`src/rtl/swt_led_ctrl.sv`:
```
// -----------------------------------------------------------------------------
// swt_led_ctrl
//
// Clocked switch-to-LED block for the lab top level. Every raw switch input is
// brought into the clk domain through a 2-FF synchroniser, debounced by a
// per-bit saturating counter, and the debounced vector drives a registered LED
// output in one of these modes:
//   mode 00 / 11 : fixed lab1 logic function of the debounced switches
//   mode 01      : per-bit toggle register, flipped on debounced rising edges
//   mode 10      : blink (debounced switches gated by a slow square wave) when
//                  LED_BLINK_EN is defined, otherwise identical to mode 00
//
// Build option:
//   LED_BLINK_EN  - when defined, adds the free-running blink counter and the
//                   mode 10 blink behaviour. Undefined by default.
//
// Parameters:
//   N_SW       - switch/LED channel count (>= 4)
//   DEB_CYCLES - consecutive differing samples needed to accept a new level (>= 1)
//   BLINK_DIV  - blink half-period in clk cycles (>= 1, LED_BLINK_EN only)
//
// Ports:
//   clk    in   1     system clock, rising edge
//   reset  in   1     asynchronous, active-high reset
//   swt    in   N_SW  raw switch inputs, asynchronous to clk
//   mode   in   2     LED source select, synchronous to clk
//   led    out  N_SW  registered LED drive
//   sw_db  out  N_SW  debounced switch vector
//   chg    out  1     one-cycle pulse after any sw_db bit changed
// -----------------------------------------------------------------------------
module swt_led_ctrl #(
    parameter int N_SW       = 8,
    parameter int DEB_CYCLES = 16,
    parameter int BLINK_DIV  = 4096
) (
    input  logic            clk,
    input  logic            reset,
    input  logic [N_SW-1:0] swt,
    input  logic [1:0]      mode,
    output logic [N_SW-1:0] led,
    output logic [N_SW-1:0] sw_db,
    output logic            chg
);

    // Elaboration-time parameter sanity checks.
    if (N_SW < 4) begin : g_chk_n_sw
        $error("swt_led_ctrl: N_SW must be >= 4");
    end
    if (DEB_CYCLES < 1) begin : g_chk_deb
        $error("swt_led_ctrl: DEB_CYCLES must be >= 1");
    end
    if (BLINK_DIV < 1) begin : g_chk_blink
        $error("swt_led_ctrl: BLINK_DIV must be >= 1");
    end

    localparam int              CNT_W       = $clog2(DEB_CYCLES + 1);
    // The level is accepted on the edge whose increment would reach
    // DEB_CYCLES, so the DEB_CYCLES-th differing sample commits it.
    localparam logic [CNT_W-1:0] CNT_LAST   = CNT_W'(DEB_CYCLES - 1);
    localparam logic [CNT_W-1:0] CNT_ONE    = CNT_W'(1);
    localparam logic [1:0]       MODE_TOGGLE = 2'b01;

    // -------------------------------------------------------------------------
    // lab1 logic function. Bits above 3 pass straight through; bit 2 is the OR
    // of the already computed bits 1 and 3.
    // -------------------------------------------------------------------------
    function automatic logic [N_SW-1:0] lab1_fn(input logic [N_SW-1:0] s);
        logic [N_SW-1:0] f;
        f    = s;
        f[0] = ~s[0];
        f[1] = s[1] & ~s[2];
        f[3] = s[2] & s[3];
        f[2] = f[1] | f[3];
        return f;
    endfunction

    // -------------------------------------------------------------------------
    // State
    // -------------------------------------------------------------------------
    logic [N_SW-1:0]            meta_q, meta_d;
    logic [N_SW-1:0]            sy_q, sy_d;
    logic [N_SW-1:0][CNT_W-1:0] cnt_q, cnt_d;
    logic [N_SW-1:0]            sw_db_q, sw_db_d;
    logic [N_SW-1:0]            tg_q, tg_d;
    logic [N_SW-1:0]            led_q, led_d;
    logic                       chg_q, chg_d;

    // -------------------------------------------------------------------------
    // Stage 1: two-flop synchroniser
    // -------------------------------------------------------------------------
    always_comb begin
        meta_d = swt;
        sy_d   = meta_q;
    end

    // -------------------------------------------------------------------------
    // Stage 2: debounce, change detect and toggle register
    // -------------------------------------------------------------------------
    always_comb begin
        cnt_d   = cnt_q;
        sw_db_d = sw_db_q;
        for (int i = 0; i < N_SW; i++) begin
            if (sy_q[i] == sw_db_q[i]) begin
                // Any sample agreeing with the accepted level restarts the window.
                cnt_d[i] = '0;
            end else if (cnt_q[i] == CNT_LAST) begin
                sw_db_d[i] = sy_q[i];
                cnt_d[i]   = '0;
            end else begin
                cnt_d[i] = cnt_q[i] + CNT_ONE;
            end
        end
    end

    always_comb begin
        chg_d = |(sw_db_d ^ sw_db_q);
        // Each bit flips on its own debounced rising edge, independent of mode,
        // so the toggle state survives mode changes.
        tg_d  = tg_q ^ (sw_db_d & ~sw_db_q);
    end

`ifdef LED_BLINK_EN
    // -------------------------------------------------------------------------
    // Free-running blink generator: blink flips every BLINK_DIV cycles.
    // -------------------------------------------------------------------------
    localparam int               BLK_W      = $clog2(BLINK_DIV + 1);
    localparam logic [BLK_W-1:0] BLK_LAST   = BLK_W'(BLINK_DIV - 1);
    localparam logic [BLK_W-1:0] BLK_ONE    = BLK_W'(1);
    localparam logic [1:0]       MODE_BLINK = 2'b10;

    logic [BLK_W-1:0] blk_cnt_q, blk_cnt_d;
    logic             blink_q, blink_d;

    always_comb begin
        blk_cnt_d = blk_cnt_q + BLK_ONE;
        blink_d   = blink_q;
        if (blk_cnt_q == BLK_LAST) begin
            blk_cnt_d = '0;
            blink_d   = ~blink_q;
        end
    end

    always_ff @(posedge clk or posedge reset) begin
        if (reset) begin
            blk_cnt_q <= '0;
            blink_q   <= 1'b0;
        end else begin
            blk_cnt_q <= blk_cnt_d;
            blink_q   <= blink_d;
        end
    end
`endif

    // -------------------------------------------------------------------------
    // Stage 3: LED source select. Works from registered sw_db/tg, so the LEDs
    // follow the debounced vector one edge later, and a mode change shows up
    // on the very next edge.
    // -------------------------------------------------------------------------
    always_comb begin
        led_d = lab1_fn(sw_db_q);
        if (mode == MODE_TOGGLE) begin
            led_d = tg_q;
        end
`ifdef LED_BLINK_EN
        else if (mode == MODE_BLINK) begin
            led_d = sw_db_q & {N_SW{blink_q}};
        end
`endif
    end

    // -------------------------------------------------------------------------
    // Register bank
    // -------------------------------------------------------------------------
    always_ff @(posedge clk or posedge reset) begin
        if (reset) begin
            meta_q  <= '0;
            sy_q    <= '0;
            cnt_q   <= '0;
            sw_db_q <= '0;
            tg_q    <= '0;
            led_q   <= '0;
            chg_q   <= 1'b0;
        end else begin
            meta_q  <= meta_d;
            sy_q    <= sy_d;
            cnt_q   <= cnt_d;
            sw_db_q <= sw_db_d;
            tg_q    <= tg_d;
            led_q   <= led_d;
            chg_q   <= chg_d;
        end
    end

    assign led   = led_q;
    assign sw_db = sw_db_q;
    assign chg   = chg_q;

endmodule

```
`config.mk`:
```
export PLATFORM = sky130hd
export DESIGN_NAME = swt_led_ctrl
export DESIGN_NICKNAME = d
export VERILOG_FILES = /design/src/rtl/swt_led_ctrl.sv
export SDC_FILE = /design/constraint.sdc
export NUM_CORES = 1
export LEC_CHECK = 0
export ABC_AREA = 1
export CAP_MARGIN = 5
export CORE_UTILIZATION = 55
export CTS_CLUSTER_SIZE = 28
export DETAILED_ROUTE_END_ITERATION = 8
export HOLD_SLACK_MARGIN = 0.05
export PLACE_DENSITY = 0.86
export SETUP_SLACK_MARGIN = 0.1
export SLEW_MARGIN = 40
export SYNTH_ARGS = -nofsm -noshare
export SYNTH_HDL_FRONTEND = slang
export SYNTH_SLANG_ARGS = --single-unit
```
`constraint.sdc`:
```
create_clock -name clk -period 2.96 [get_ports clk]
set_input_delay 0.296 -clock clk [delete_from_list [all_inputs] [get_ports clk]]
set_output_delay 0.296 -clock clk [all_outputs]
set_load 0.005 [all_outputs]
```
# Word level (Yosys, flattened, before mapping)

Index checks and enable logic that the tools add are counted.

RAM bits: 0
Bits in latches: 0
Register bits after elaboration: 81
Bits in read-only memories: 0
Output and inout port bits: 17
Input bits: 12
Memories: 0
Logic and storage cells: 82

Bitwise gates (word level): 9
Divide/modulo/power cells: 0
Muxes and demuxes: 33
Multiply operators: 0
Add/sub/neg operators: 8
Reduce and logical (&&, ||, !) cells: 1
Equality and inequality tests: 17
Shift-type cells: 0
Magnitude comparators: 0

Operators by type and width:

| cell                                           | count |
|---|---|
| two-way mux 5 bit                              | 16 |
| adder 5 x 1 -> 5 bit (second input constant)   | 8 |
| == test 5 x 4 -> 1 bit (second input constant) | 8 |
| two-way mux 1 bit                              | 16 |
| XOR 8 bit                                      | 2 |
| AND 8 bit                                      | 1 |
| == test 1 bit                                  | 8 |
| two-way mux 8 bit                              | 1 |
| NOT 8 bit                                      | 1 |
| OR reduction 8 bit                             | 1 |
| AND 1 bit                                      | 2 |
| == test 2 x 1 -> 1 bit (second input constant) | 1 |
| NOT 1 bit                                      | 2 |
| OR 1 bit                                       | 1 |

# Longest topological paths before layout

Gate-level depths: netlist of run 1.

Depth in word-level cells: 5
Gate-level depth with buffers: 8
Depth with buffers taken out: 8

# Least setup slack after synthesis of run 1

No wires, ideal clock.

Path type: register to register
Start: reg cnt_q[25] (netlist bit)
End: reg chg_q, in the netlist chg
Setup time: 127 ps
Clock period less this slack: 1597 ps
Stages on the path, launching flop included: 9
Slack: 1363 ps
Data required time: 2833 ps
Buffers on the path: 0
Arrival time: 1470 ps
Cells stage by stage: dfrtp_1 -> ha_1 -> nand3_1 -> nor2_1 -> nand2_1 -> nand2_1 -> ha_1 -> nand4_1 -> or2_2

Cells in the longest elaborated chain, start to end: 5

RTL lines:

| item                     | RTL line | text |
|---|---|---|
| start: declaration       | 82       | `logic [N_SW-1:0][CNT_W-1:0] cnt_q, cnt_d;` |
| start signal: assignment | 186      | `cnt_q <= cnt_d;` |
| == test 5 x 4 -> 1 bit   | 106      | `end else if (cnt_q[i] == CNT_LAST) begin` |
| two-way mux 1 bit        | 106      |  |
| two-way mux 1 bit        | 103      | `if (sy_q[i] == sw_db_q[i]) begin` |
| net sw_db_d[5]           | 83       | `logic [N_SW-1:0] sw_db_q, sw_db_d;` |
| XOR 8 bit                | 116      | `chg_d = \|(sw_db_d ^ sw_db_q);` |
| OR reduction 8 bit       | 116      |  |
| net chg_d                | 86       | `logic chg_q, chg_d;` |
| end signal: assignment   | 190      | `chg_q <= chg_d;` |
| end: declaration         | 86       |  |

The timed path passes the listed nets, and every way through them passes these cells.

# Final worst setup path of run 1

Start: reg cnt_q[35] (netlist bit)
End: reg chg_q, in the netlist chg

Same word-level chain as after synthesis.

==> results of run 1 <==
-- cell type report --
class	instances	area share, %
Tap cell	75	2.394
Inverter	51	4.979
Multi-Input combinational cell	214	28.95
Timing Repair Buffer	29	7.660
Clock buffer	13	4.309
Sequential cell	81	51.71
-- metal layers --
metal  global-route usage, %  vias to the layer above  part of all wire [%]
met1                   22.29                     1075                    43
met2                   32.71                       43                    51
met5                       0                        -                     0
met3                   6.591                       10                   4.0
li1                        -                     1148                     -
met4                   6.429                        0                   1.5
-- registers in the layout (all words and copies together) (netlist names) --
register and cells:
cnt_q 40, led 8, meta_q 8, sw_db 8, sy_q 8, tg_q 8, chg 1
-- worst min path at each step --
stage / slack, ps / startpoint / endpoint / cells after the start
2_1_floorplan: 330 / swt[0] / meta_q[0] / 0
3_3_place_gp: 330 / meta_q[0] / sy_q[0] / 0
3_5_place_dp: 330 / meta_q[0] / sy_q[0] / 0
4_1_cts: 240 / reset / cnt_q[1] / 2
5_1_grt: 260 / reset / cnt_q[1] / 2
6_report: 240 / reset / cnt_q[1] / 2
-- cell families (layout without fill, tap and decap cells) --
logic type,after synthesis,count (layout),share of synthesized area [%]
buffers and inverters,52,93,6.338
adders and majority gates,16,16,5.930
DFF,81,81,60.04
xor gates and xnor gates,16,16,4.151
and+or+nand+nor,177,177,22.24
AOI/OAI and AO/OA,5,5,1.297
-- power groups by stage --
stage          clock network [mW]  registers [mW]  logic, mW
2_1_floorplan                   0            1.20     0.0860
3_3_place_gp                    0            1.20      0.118
3_5_place_dp                    0            1.21      0.123
4_1_cts                     0.717            1.18      0.123
5_1_grt                     0.762            1.19      0.139
6_report                    0.695            1.19      0.120
-- layout by cell type, fill, tap and decap left out, types with 6 or more instances in the layout --
| master | instances |
|---|---|
| nand2_1 | 87 |
| dfrtp_1 | 81 |
| nor2_1 | 48 |
| inv_1 | 43 |
| clkdlybuf4s50_1 | 28 |
| nand4_1 | 18 |
| nand3_1 | 18 |
| ha_1 | 16 |
| clkbuf_8 | 12 |
| xnor2_1 | 8 |
| xor2_1 | 8 |
| inv_2 | 6 |
-- worst max-delay path, cell delays in order (launching register included) --
cell	delay (ps)
dfrtp_1	410
ha_1	260
nand3_1	130
nor2_1	60
nand2_1	60
nand2_1	70
ha_1	270
nand4_1	90
or2_2	300
-- through the flow --
stage / cells / util (%) / total power [mW] / setup WS (ps)
after floorplan: 347 / - / 1.284 / 583.9
after global placement: 450 / 63.36 / 1.320 / 1274
after detailed placement: 450 / 63.36 / 1.328 / 1227
after CTS: 463 / 66.21 / 2.025 / 1214
after global routing: 463 / 66.21 / 2.092 / 1103
final: 463 / 66.21 / 2.001 / 1201
==> metrics, run 1 <==
outcome=finished clean; drt total wl=between 5 and 6 mm; Critical Path Start=cnt_q[35]; r2r setup slk=about 1200 ps; Seq. cell area=2027 um2; worst reg2reg startpoint=cnt_q[35]; CTS Sinks=just over 80; Max FO, Critical Path=4; area delta synth->final=16.12%; Clock power frac=34.7%; Max-Cap Viols=0; worst-case reg-to-reg path depth=8; number of setup violations in the final report=0; area leader, netlist=dfrtp_1; RSZ-0062 raised after global routing=no; Initial DRC Count=approximately 110; hold_buf cts=0; final hold slack=around 240 ps; share of cells above drive strength 1=under 10%; Clock Tree Buf Depth=2; drt wl/cell=approximately 12 um; Seq/Total Area, Yosys=60.04%; # port buffers=28; top post-synthesis cells by count=nand2_1 (87), dfrtp_1 (81), nor2_1 (48), inv_1 (44); Rel. slew slack=between 70% and 80%; area of the multi-input gates=1135 um2; syn_nets=roughly 380; synth warn=0; Post-Syn Area=3376 um2; RR Endpoint=chg; pin count of the biggest net entering global routing=62; Crit. End Element=register; H-tree depth=3; worst-skew pair later-pin latency=between 300 and 400 ps; top cells by area, synth=dfrtp_1 (60%), nand2_1 (9.7%), ha_1 (5.9%); TNS Setup=0 ps; Arr. time, crit path=1980 ps; top_reg_cell synth=dfrtp_1; final instance area=between 3000 and 4000 um2; HP Class=in -> async; core footprint=5921 um2; drt first pass iters=4; Initial Util=between 50% and 60%; final net count=roughly 410; worst slew pin tran=approximately 370 ps; Sw Pwr=0.4396 mW; Syn Inst Count=347; Min Clock Period, post-route=roughly 1800 ps; number of global-route vias before repair=around 2.1k; clk root buf=clkbuf_8; Max IR drop VDD=~0.00037 V; placement-stage cell area=3751 um2; Inserted Clock Buffers=9; GRT Total Usage=19.11%; Setup Buffers After CTS=0; count of cell types in the netlist=16; Via density=4.916; routability cong.=roughly 0.75; Comb pwr share=~6.0%; grt total ovfl=0; CTS tree=built; HPWL after DPL=approximately 4 mm; DRC=0; post_cts resized=0; Cell Pwr Density=just over 500 nW/um2; Die Y-Extent=around 80 um; Int Pwr=around 1.6 mW; Die ar.=6455 um2; total number of vias=roughly 2.3k; initial antenna violation count=0; Synth top area share=around 60%; Synth Area per Inst=9.728 um2; row cnt=28; Fmax=approximately 570 MHz; most frequent cell after synthesis=nand2_1; clock skew after layout=approximately 7.0 ps; Worst Setup Start Kind=register; Sequential Power Share=about three fifths; flops & latches, synth=between 80 and 90; Post-synth EDFFs=0; Leak=2.032 nW; ANT nets after route=0; Async SR Flop Fraction=100.0%; clk slew on worst S/H paths=70 ps; classification of the worst setup path=reg -> reg; Final Cycle Share=between 50% and 60%; Hold Vio Cnt, Final=0; DIE WIDTH=80.35 um; antenna diode count=0; switching power share of the total=between 20% and 30%; first-pass GRT wire length=9.101 mm; Fill cells=446; CP required=3180 ps; Slew Limit Fails=0; crit path to=chg; Ports=29
(Power assumes the default switching activity.)
==> run 2, diff against run 1 <==
- CORE_UTILIZATION: 55 -> 51
- PLACE_DENSITY: 0.86 -> 0.85
- clock period: 2.96 -> 1.61 ns (I/O delays scaled with it)
==> metrics, run 2 (synthesized netlist as in run 1, its figures left out) <==
outcome=finished with violations (was finished clean); failing checks=setup timing; HPWL after DPL=3.995 mm (was 4.067 mm); GRT Total Usage=20.76% (was 19.11%); Sequential Power Share=53.3% (was 59.3%); RR Endpoint=chg (unchanged); Die ar.=6948 um2 (was 6455 um2); clk root buf=clkbuf_8 (unchanged); area delta synth->final=28.54% (was 16.12%); final instance area=4339 um2 (was 3920 um2); most frequent cells in the layout=nand2_1 (83), dfrtp_1 (79), nor2_1 (47) (was nand2_1 (87), dfrtp_1 (81), nor2_1 (48)); switching power share of the total=22.12% (was 21.97%); worst slew pin tran=411.7 ps (was 372.1 ps); max FFs per register=40 (unchanged); CTS Sinks=81 (unchanged); Initial Util=52.86% (was 57.02%); fin util=67.95% (was 66.21%); Comb pwr share=8.0% (was 6.0%); largest register by flop count=cnt_q (unchanged); Initial DRC Count=104 (was 105); crit path to=chg (unchanged); classification of the worst setup path=reg -> reg (unchanged); commonest non-fill, non-tap cell in the layout=nand2_1 (unchanged); drt wl/cell=13.18 um (was 11.93 um); DRC=0 (unchanged); placement-stage cell area=3831 um2 (was 3751 um2); number of global-route vias before repair=2517 (was 2124); first-pass GRT wire length=11.04 mm (was 9.101 mm); worst-case reg-to-reg path depth=7 (was 8); Ports=29 (unchanged); setup ws final=-19.78 ps (was 1201 ps); core footprint=6386 um2 (was 5921 um2); Clock Tree Buf Depth=2 (unchanged); Int Pwr=3.186 mW (was 1.561 mW); Inserted Clock Buffers=9 (unchanged); final net count=443 (was 414); Min Clock Period, post-route=1630 ps (was 1759 ps); ANT nets after route=0 (unchanged); drt first pass iters=4 (unchanged); pre-CTS setup slack=-29.45 ps (was 1227 ps); Fill cells=441 (was 446); DIE WIDTH=83.36 um (was 80.35 um); Final Cycle Share=101.2% (was 59.44%); CTS tree=built (unchanged); clock skew after layout=7.884 ps (was 6.993 ps); Hold Vio Cnt, Final=0 (unchanged); Slew Limit Fails=0 (unchanged); r2r setup slk=-20 ps (was 1200 ps); routability cong.=0.7650 (was 0.7501); Crit. End Element=register (unchanged); total number of vias=2490 (was 2276); antenna diode count=0 (unchanged); CP required=1850 ps (was 3180 ps); Seq. cell area=2029 um2 (was 2027 um2); H-tree depth=3 (unchanged); Max IR drop VDD=0.0007182 V (was 0.0003732 V); Arr. time, crit path=1870 ps (was 1980 ps); Cell Pwr Density=942.7 nW/um2 (was 510.5 nW/um2); Max-Cap Viols=0 (unchanged); Sw Pwr=0.9049 mW (was 0.4396 mW); # port buffers=28 (unchanged); Clock power frac=38.7% (was 34.7%); Leak=2.182 nW (was 2.032 nW); row cnt=29 (was 28); pin count of the biggest net entering global routing=82 (was 62); Max FO, Critical Path=3 (was 4); Critical Path Start=cnt_q[16] (was cnt_q[35]); initial antenna violation count=0 (unchanged); Worst Setup Start Kind=register (unchanged); Via density=5.020 (was 4.916); RSZ-0062 raised after global routing=yes (was no); number of setup violations in the final report=1 (was 0); Rel. slew slack=72.55% (was 75.17%); grt total ovfl=0 (unchanged); drt total wl=6.539 mm (was 5.523 mm); share of cells above drive strength 1=20.53% (was 8.247%); Fmax=613.6 MHz (was 568.4 MHz); worst reg2reg startpoint=cnt_q[16] (was cnt_q[35]); clk slew on worst S/H paths=80 ps (was 70 ps); Die Y-Extent=83.36 um (was 80.35 um); area of the multi-input gates=1287 um2 (was 1135 um2); worst-skew pair later-pin latency=350 ps (was 340 ps); HP Class=in -> reg (was in -> async)
[run 2: changes by cell type in the layout (fill, tap and decap cells not counted), moves of 4 or more]
| cell | before | now |
|---|---|---|
| buf_4 | 0 | 29 |
| nand3_2 | 1 | 7 |
| nand2_1 | 87 | 83 |
| ha_1 | 16 | 5 |
| nand2_2 | 4 | 8 |
| nand3_1 | 18 | 12 |
| ha_4 | 0 | 8 |
[run 2: power groups by stage]
| stage | logic [mW] | registers, mW | clock network, mW |
|---|---|---|---|
| finish | 0.328 | 2.18 | 1.58 |
| global route | 0.370 | 2.19 | 1.72 |
| CTS | 0.314 | 2.17 | 1.61 |
| detailed placement | 0.249 | 2.21 | 0 |
| global placement | 0.239 | 2.21 | 0 |
| floorplan | 0.163 | 2.20 | 0 |
[run 2: repair_timing]
item                                   CTS  global route
setup endpoints to repair                2             4
buffers inserted                        20             4
pin swaps                               12            12
resized for setup                       10             8
endpoints found under the hold margin    0             0
hold buffers                             0             0
[run 2: worst min path at each step]
| stage | from | endpoint | slack (ps) | cells after the start |
|---|---|---|---|---|
| finish | swt[2] | meta_q[2] | 240 | 1 |
| global route | swt[2] | meta_q[2] | 230 | 1 |
| CTS | swt[2] | meta_q[2] | 230 | 1 |
| detailed placement | meta_q[0] | sy_q[0] | 330 | 0 |
| global placement | meta_q[0] | sy_q[0] | 330 | 0 |
| floorplan | swt[0] | meta_q[0] | 190 | 0 |
[run 2: worst max-delay path: stages (launching register included)]
cell	delay (ps)
dfrtp_1	360
ha_2	210
nand4_1	120
nand2_1	130
nand2_2	80
ha_4	270
nand4_1	90
or2_4	250
[run 2: routing by layer]
layer / wire length (um) / GRT usage (%)
met1: 2709 / 24.25
met2: 3313 / 34.20
met3: 307 / 6.958
met4: 209 / 10.50
met5: 0 / 0
[run 2: layout make-up]
class / instances / share of cell area, %
clock buffers: 12 / 3.345
clock inverters: 3 / 1.499
inverters: 51 / 4.556
multi-input cells: 214 / 29.67
flip-flops and latches: 81 / 46.77
well taps: 77 / 2.220
repair buffers: 58 / 11.94
[run 2: per-stage QoR]
step                total power [mW]  cells  hold slack, ps  TNS [ps]
global placement               2.447    457           333.9         0
floorplan                      2.368    347           192.4         0
detailed placement             2.464    457           334.7    -29.45
CTS                            4.103    492           226.6         0
finish                         4.091    496           243.0    -19.78
global route                   4.277    496           234.0    -121.6
==> run 3, diff against run 2 <==
- CAP_MARGIN: 5 -> 20
- CORE_UTILIZATION: 51 -> 55
- PLACE_DENSITY: 0.85 -> 0.86
- SLEW_MARGIN: 40 -> 10
- clock period: 1.61 -> 1.7 ns (I/O delays scaled with it)
==> metrics, run 3 (synthesized netlist as in run 1, its figures left out) <==
worst slew pin tran=410.4 ps (was 411.7 ps); Slew Limit Fails=0 (unchanged); drt wl/cell=13.55 um (was 13.18 um); CTS tree=built (unchanged); commonest non-fill, non-tap cell in the layout=nand2_1 (unchanged); number of setup violations in the final report=0 (was 1); Leak=2.190 nW (was 2.182 nW); row cnt=28 (was 29); GRT Total Usage=21.37% (was 20.76%); max FFs per register=40 (unchanged); first-pass GRT wire length=10.27 mm (was 11.04 mm); Rel. slew slack=72.64% (was 72.55%); Min Clock Period, post-route=1648 ps (was 1630 ps); area delta synth->final=29.69% (was 28.54%); Cells after DPL=458 (was 457); Clock Tree Buf Depth=2 (unchanged); initial antenna violation count=0 (unchanged); Cell Pwr Density=836.9 nW/um2 (was 942.7 nW/um2); Die ar.=6455 um2 (was 6948 um2); Die Y-Extent=80.35 um (was 83.36 um); grt total ovfl=0 (unchanged); H-tree depth=3 (unchanged); outcome=finished clean (was finished with violations); Max IR drop VDD=0.0006359 V (was 0.0007182 V); Via density=5.100 (was 5.020); Inserted Clock Buffers=9 (unchanged); clk slew on worst S/H paths=80 ps (about the same); antenna diode count=0 (unchanged); top cell family by delay on the critical path=simple AND/OR/NAND/NOR gates (unchanged); worst-skew pair later-pin latency=360 ps (was 350 ps); HP Start=swt[1] (was swt[2]); Arr. time, crit path=1890 ps (was 1870 ps); CP required=1940 ps (was 1850 ps); drt first pass iters=4 (unchanged); core footprint=5921 um2 (was 6386 um2); Largest stage delay, worst path=420 ps (was 360 ps); HP Class=in -> reg (unchanged); RSZ-0062 raised after global routing=yes (unchanged); # port buffers=28 (unchanged); most frequent cells in the layout=nand2_1 (82), dfrtp_1 (81), nor2_1 (48) (was nand2_1 (83), dfrtp_1 (79), nor2_1 (47)); CTS Sinks=81 (unchanged); final hold slack=246.6 ps (was 243.0 ps); Initial Util=57.02% (was 52.86%); Initial DRC Count=96 (was 104); classification of the worst setup path=reg -> reg (unchanged); DIE WIDTH=80.35 um (was 83.36 um); total number of vias=2550 (was 2490); Worst Setup Start Kind=register (unchanged); drt total wl=6.773 mm (was 6.539 mm); ordered list of cells on the worst path=ha_4, nand4_1, nand2_1, nand2_2, ha_4, nand4_1, or2_4 (was ha_2, nand4_1, nand2_1, nand2_2, ha_4, nand4_1, or2_4); Final Cycle Share=96.91% (was 101.2%); share of cells above drive strength 1=22.12% (was 20.53%); pin count of the biggest net entering global routing=82 (unchanged); clock skew after layout=7.730 ps (was 7.884 ps); Hold Vio Cnt, Final=0 (unchanged); Max-Cap Viols=0 (unchanged); clk root buf=clkbuf_8 (unchanged); Critical Path Start=cnt_q[31] (was cnt_q[16]); TNS Setup=0 ps (was -19.78 ps); Ports=29 (unchanged); number of global-route vias before repair=2509 (was 2517); Crit. End Element=register (unchanged); CP bufs+invs=0 (unchanged); ANT nets after route=0 (unchanged); routability cong.=0.7603 (was 0.7650); final net count=448 (was 443); Post-Layout Cell Count=500 (was 496); Max FO, Critical Path=3 (unchanged); largest register by flop count=cnt_q (unchanged); Fmax=607.0 MHz (was 613.6 MHz); DRC=0 (unchanged); Slowest cell on crit path=dfrtp_1 (unchanged); worst reg2reg startpoint=cnt_q[31] (was cnt_q[16]); HPWL after DPL=4.055 mm (was 3.995 mm)
==> run 3: what timing repair did <==
action,in CTS,in global routing
pin swaps,11,24
resized for setup,13,19
hold buffers,0,0
setup endpoints to repair,1,2
buffers inserted,17,10
==> run 3: layer usage <==
| layer | GRT usage [%] | wire length, um | up-vias |
|---|---|---|---|
| met4 | 9.464 | 98 | 0 |
| met2 | 38.14 | 3586 | 62 |
| met1 | 23.24 | 2801 | 1254 |
| met5 | 0 | 0 | - |
| met3 | 6.364 | 287 | 11 |
| li1 | - | - | 1223 |
==> run 3: where the power goes <==
part / internal (mW) / switching (mW)
Clock: 0.607 / 0.668
Sequential: 2.00 / 0.0701
Combinational: 0.165 / 0.155
==> run 3: final timing paths <==
| path | endpoint | slack [ps] | cells past startpoint |
|---|---|---|---|
| max reg2reg | chg | 50 | 7 |
| min | meta_q[1] | 250 | 1 |
| min reg2reg | sy_q[0] | 350 | 0 |
| max in group asynchronous | tg_q[3] | 1110 | 3 |
| min in group asynchronous | cnt_q[6] | 280 | 3 |
| max | chg | 50 | 7 |
==> run 3: layout make-up <==
cell class / count / area (um2)
sequential: 81 / 2027
clock inverter: 4 / 27.53
clock buffer: 12 / 155.1
timing repair buffer: 63 / 559.3
tap: 75 / 93.84
fill: 381 / 1543
inverter: 51 / 197.7
multi-input combinational: 214 / 1318
==> run 3: stage by stage <==
stage | instance area (um2) | power, mW | util (%) | setup slack, ps
global placement | 3814 | 2.317 | 64.41 | 36.04
floorplan | 3379 | 2.236 | - | 102.8
finish | 4378 | 3.664 | 73.94 | 52.47
global route | 4378 | 3.815 | 73.94 | 7.925
detailed placement | 3814 | 2.336 | 64.41 | -16.58
CTS | 4172 | 3.640 | 70.46 | 102.9
==> run 3: worst reg2reg max path, stage by stage (launching register included) <==
cell     delay, ps
dfrtp_1        420
ha_4           170
nand4_1        130
nand2_1        120
nand2_2         90
ha_4           270
nand4_1         90
or2_4          240
